<file path="config.mk">
export PLATFORM = sky130hd
export DESIGN_NAME = des_key_schedule
export DESIGN_NICKNAME = d
export VERILOG_FILES = /design/src/rtl/des_key_schedule.sv
export SDC_FILE = /design/constraint.sdc
export NUM_CORES = 1
export LEC_CHECK = 0
export BUFFER_PORTS_ARGS = -buffer_cell sky130_fd_sc_hd__buf_2
export CORE_ASPECT_RATIO = 1.4
export CORE_MARGIN = 5
export CORE_UTILIZATION = 54
export DETAILED_ROUTE_END_ITERATION = 12
export PLACE_DENSITY = 0.81
export REMOVE_ABC_BUFFERS = 1
export SYNTH_ARGS = -nofsm -noshare
export SYNTH_HDL_FRONTEND = slang
export SYNTH_SLANG_ARGS = --single-unit
</file>
<file path="constraint.sdc">
create_clock -name clk -period 2.3 [get_ports clk]
set_input_delay 0.46 -clock clk [delete_from_list [all_inputs] [get_ports clk]]
set_output_delay 0.46 -clock clk [all_outputs]
set_load 0.01 [all_outputs]
</file>
<file path="src/rtl/des_key_schedule.sv">
// Iterative DES key schedule: loads PC-1(key) on start, then emits K1..K16 (or K16..K1) over valid/ready.
// First subkey is valid one cycle after an accepted start; subkey_ready low freezes all state.
module des_key_schedule (
  input  logic        clk,
  input  logic        rst_n,
  input  logic [63:0] key_in,
  input  logic        decrypt,
  input  logic        start,
  output logic        busy,
  output logic [47:0] subkey,
  output logic        subkey_valid,
  input  logic        subkey_ready,
  output logic [3:0]  round_idx,
  output logic        done
);

  typedef enum logic {
    S_IDLE   = 1'b0,
    S_ACTIVE = 1'b1
  } state_t;

  // Table entries use FIPS 1-based bit numbering (bit 1 is the MSB).
  localparam int PC1 [56] = '{
    57, 49, 41, 33, 25, 17,  9,  1, 58, 50, 42, 34, 26, 18,
    10,  2, 59, 51, 43, 35, 27, 19, 11,  3, 60, 52, 44, 36,
    63, 55, 47, 39, 31, 23, 15,  7, 62, 54, 46, 38, 30, 22,
    14,  6, 61, 53, 45, 37, 29, 21, 13,  5, 28, 20, 12,  4
  };

  localparam int PC2 [48] = '{
    14, 17, 11, 24,  1,  5,  3, 28, 15,  6, 21, 10,
    23, 19, 12,  4, 26,  8, 16,  7, 27, 20, 13,  2,
    41, 52, 31, 37, 47, 55, 30, 40, 51, 45, 33, 48,
    44, 49, 39, 56, 34, 53, 46, 42, 50, 36, 29, 32
  };

  function automatic logic [55:0] pc1_perm(input logic [63:0] k);
    logic [55:0] r;
    r = '0;
    for (int i = 0; i < 56; i++) begin
      r[6'(55 - i)] = k[6'(64 - PC1[i])];
    end
    return r;
  endfunction

  function automatic logic [47:0] pc2_perm(input logic [55:0] cd);
    logic [47:0] r;
    r = '0;
    for (int i = 0; i < 48; i++) begin
      r[6'(47 - i)] = cd[6'(56 - PC2[i])];
    end
    return r;
  endfunction

  function automatic logic [27:0] rot28(input logic [27:0] v, input logic right, input logic two);
    logic [27:0] r;
    case ({right, two})
      2'b00:   r = {v[26:0], v[27]};
      2'b01:   r = {v[25:0], v[27:26]};
      2'b10:   r = {v[0], v[27:1]};
      default: r = {v[1:0], v[27:2]};
    endcase
    return r;
  endfunction

  state_t      r_state, w_state_nxt;
  logic [27:0] r_c, r_d, w_c_nxt, w_d_nxt;
  logic [3:0]  r_round, w_round_nxt;
  logic        r_decrypt, w_decrypt_nxt;
  logic        r_done, w_done_nxt;
  logic [55:0] w_pc1;
  logic        w_shift2;

  assign w_pc1 = pc1_perm(key_in);
  // Single-position steps fall on transitions into rounds 2, 9 and 16 in either direction.
  assign w_shift2 = !((r_round == 4'd0) || (r_round == 4'd7) || (r_round == 4'd14));

  always_comb begin
    w_state_nxt   = r_state;
    w_c_nxt       = r_c;
    w_d_nxt       = r_d;
    w_round_nxt   = r_round;
    w_decrypt_nxt = r_decrypt;
    w_done_nxt    = 1'b0;
    case (r_state)
      S_IDLE: begin
        if (start) begin
          w_state_nxt   = S_ACTIVE;
          w_decrypt_nxt = decrypt;
          w_round_nxt   = 4'd0;
          if (decrypt) begin
            w_c_nxt = w_pc1[55:28];
            w_d_nxt = w_pc1[27:0];
          end else begin
            w_c_nxt = rot28(w_pc1[55:28], 1'b0, 1'b0);
            w_d_nxt = rot28(w_pc1[27:0], 1'b0, 1'b0);
          end
        end
      end
      S_ACTIVE: begin
        if (subkey_ready) begin
          if (r_round == 4'd15) begin
            w_state_nxt = S_IDLE;
            w_round_nxt = 4'd0;
            w_done_nxt  = 1'b1;
          end else begin
            w_round_nxt = r_round + 4'd1;
            w_c_nxt     = rot28(r_c, r_decrypt, w_shift2);
            w_d_nxt     = rot28(r_d, r_decrypt, w_shift2);
          end
        end
      end
      default: w_state_nxt = S_IDLE;
    endcase
  end

  always_ff @(posedge clk or negedge rst_n) begin
    if (!rst_n) begin
      r_state   <= S_IDLE;
      r_c       <= '0;
      r_d       <= '0;
      r_round   <= '0;
      r_decrypt <= 1'b0;
      r_done    <= 1'b0;
    end else begin
      r_state   <= w_state_nxt;
      r_c       <= w_c_nxt;
      r_d       <= w_d_nxt;
      r_round   <= w_round_nxt;
      r_decrypt <= w_decrypt_nxt;
      r_done    <= w_done_nxt;
    end
  end

  assign busy         = (r_state == S_ACTIVE);
  assign subkey_valid = (r_state == S_ACTIVE);
  assign round_idx    = r_round;
  assign done         = r_done;
  assign subkey       = pc2_perm({r_c, r_d});

endmodule

</file>
==> flow_summary.yaml <==
global_route:
  grt_max_degree: 52
  grt_pass1_vias: 4259
  track_usage: 0.243
  grt_overflow: 0
  antenna_found_initial: 0
  grt_first_pass_wirelength_um: 20500
status:
  status: "completed"
synthesis:
  synth.avg_cell_area_um2: 8.52
  netlist_instances: 551
  async_reset_ff_frac: 1.00
  syn-cell-area_um2: 4690
  synth.ff_latch_count: 63
  post_synth_num_cell_types: 49
  synth_ff_type: "dfrtp_1"
  ys_warn_count: 0
  synth_edf_count: 0
  synth-seq-area-share: 0.336
die:
  core_area_um2: 8560
  initial_core_util: 0.549
  ios: 124
  die_y_um: 120
  die-area_um2: 10700
  die_w_um: 88.8
  num_rows: 40
power:
  max-vdd-ir-drop_uv: 708
  p_per_area_nw_per_um2: 1290
  power_leakage_nw: 2.51
route:
  drc: 0
  ant_nets: 0
  drtPass1Iterations: 5
  drtIter0Drc: 385
  vias_per_cell: 6.34
  wl_per_cell_um: 18.3
  dr_total_vias: 4314
  wl_um: 12400
cells_and_area:
  fin_nets: 644
  postLayoutCoreUtil: 0.597
  synthToLayoutAreaGrowth_pct: 8.82
  n_antenna_cell: 0
  drive_gt1_frac: 0.190
  layout_commonest_cell: "nand2_1"
  most-common-layout-cells: "nand2_1, a21oi_1, dfrtp_1"
sta:
  tightest_slew_ns: 0.663
  max_freq_mhz: 459
  whs_ns: 0.144
  drv_slew: 0
  hold_violations: 0
  fin_crit_ns: 2.18
  slew_headroom: 0.557
  fin_setup_tns_ns: 0
  skew_ns: 0.00672
  setup_ws_ns: 0.122
  setup_viol: 0
  min_period_over_period: 0.947
clocking:
  h-tree-depth: 3
  cts_tree: "yes"
  clock_path_buffers: 2
  cts_buffers: 9
  root_buffer: "clkbuf_16"
  cts.clk_slew.worst_paths_ns: 0.05
  clock_latency_ns: 0.34
  cts_resized: 0
  cts_hold_buf: 0
  post_cts.repair.setup_buffers: 0
  cts.sinks: 63
setup_path:
  crit_buf_inv: 1
  crit_path_start_kind: "register"
  cp_max_fo: 6
  cpPeakStageDelay_ns: 0.58
  cp.depth: 6
  cp_top_family: "multiplexers"
  arrival_ns: 2.38
  cp_slowest_cell: "mux4_1"
  end_kind: "register"
  cp.required_ns: 2.50
  crit_chain: "ha_1, mux2i_4, buf_4, mux4_1, a21oi_1, a211oi_1"
  path_class: "register to register"
  ff2ff_path_depth: 6
placement:
  place_congestion: 0.877
  portBuffers: 53
  hpwl_um: 8590
  place_ws_ns: 0.127
min_path:
  hp-class: "input port to asynchronous set/reset pin"
run:
  drv_cap: 0
## state kept, by name, indices dropped and copies added, names as in the netlist
name       flops
r_decrypt      1
round_idx      4
r_c           28
done           1
r_d           28
busy           1
## metrics by stage
step           power (W)  area (um2)  std cells
3_5_place_dp     0.00532        4840        666
2_1_floorplan    0.00409        4160        482
5_1_grt          0.00706        5110        680
6_report         0.00661        5110        680
4_1_cts          0.00660        5110        680
3_3_place_gp     0.00520        4840        666
## per-layer routing
layer	track usage	share of wire	vias up
met1	0.291	0.38	2101
met5	0	0	-
li1	-	-	1970
met2	0.391	0.51	197
met4	0.134	0.047	0
met3	0.0579	0.062	46
## area by class of cell
type                    count  area (um2)
fillers                   709        3450
multi-input cells         415        2580
flip-flops and latches     63        1580
repair buffers             79         536
clock buffers              13         260
well taps                 105         131
inverters                   4        15.0
clock inverters             1        5.00
## cell usage after synthesis, types with 5 or more instances
cell	instances	area share
nand2_1	116	0.093
a21oi_1	89	0.095
dfrtp_1	63	0.34
buf_4	53	0.085
a211o_1	28	0.052
mux2i_1	24	0.051
buf_2	20	0.021
o21ai_0	16	0.017
nor2_1	12	0.0096
nor3_1	10	0.011
clkbuf_1	8	0.0064
a2111o_1	7	0.017
buf_6	7	0.017
o211ai_1	7	0.011
a22oi_1	6	0.0096
mux4_2	6	0.029
nand3_1	6	0.0064
nor2b_1	6	0.0080
and3_1	5	0.0067
o221ai_1	5	0.0093
o22ai_1	5	0.0067
## cell families (layout without fill, tap and decap cells)
family	Yosys count	after routing	synth area share
compound gates	187	187	0.265
fa+ha+maj	3	3	0.00800
buf+inv	94	97	0.134
flops	63	63	0.336
mux	37	37	0.106
other cells	1	22	0.000799
simple gates	166	166	0.151
## path summary, 6_finish.rpt
check                              from            to  slack [ns]
max                        round_idx[0]       r_d[27]        0.12
min                               rst_n       r_c[11]        0.14
max reg2reg                round_idx[0]       r_d[27]        0.12
min reg2reg                      r_c[7]        r_c[7]        0.51
max in group asynchronous         rst_n  round_idx[1]        1.52
min in group clk                  start          busy        0.38
## power by group
| group | switching [W] | internal (W) |
|---|---|---|
| sequential | 0.000626 | 0.00154 |
| clock | 0.000475 | 0.000774 |
| combinational | 0.00176 | 0.00144 |
| total | 0.00286 | 0.00375 |
Note: power is estimated with default switching activity, not from simulation.
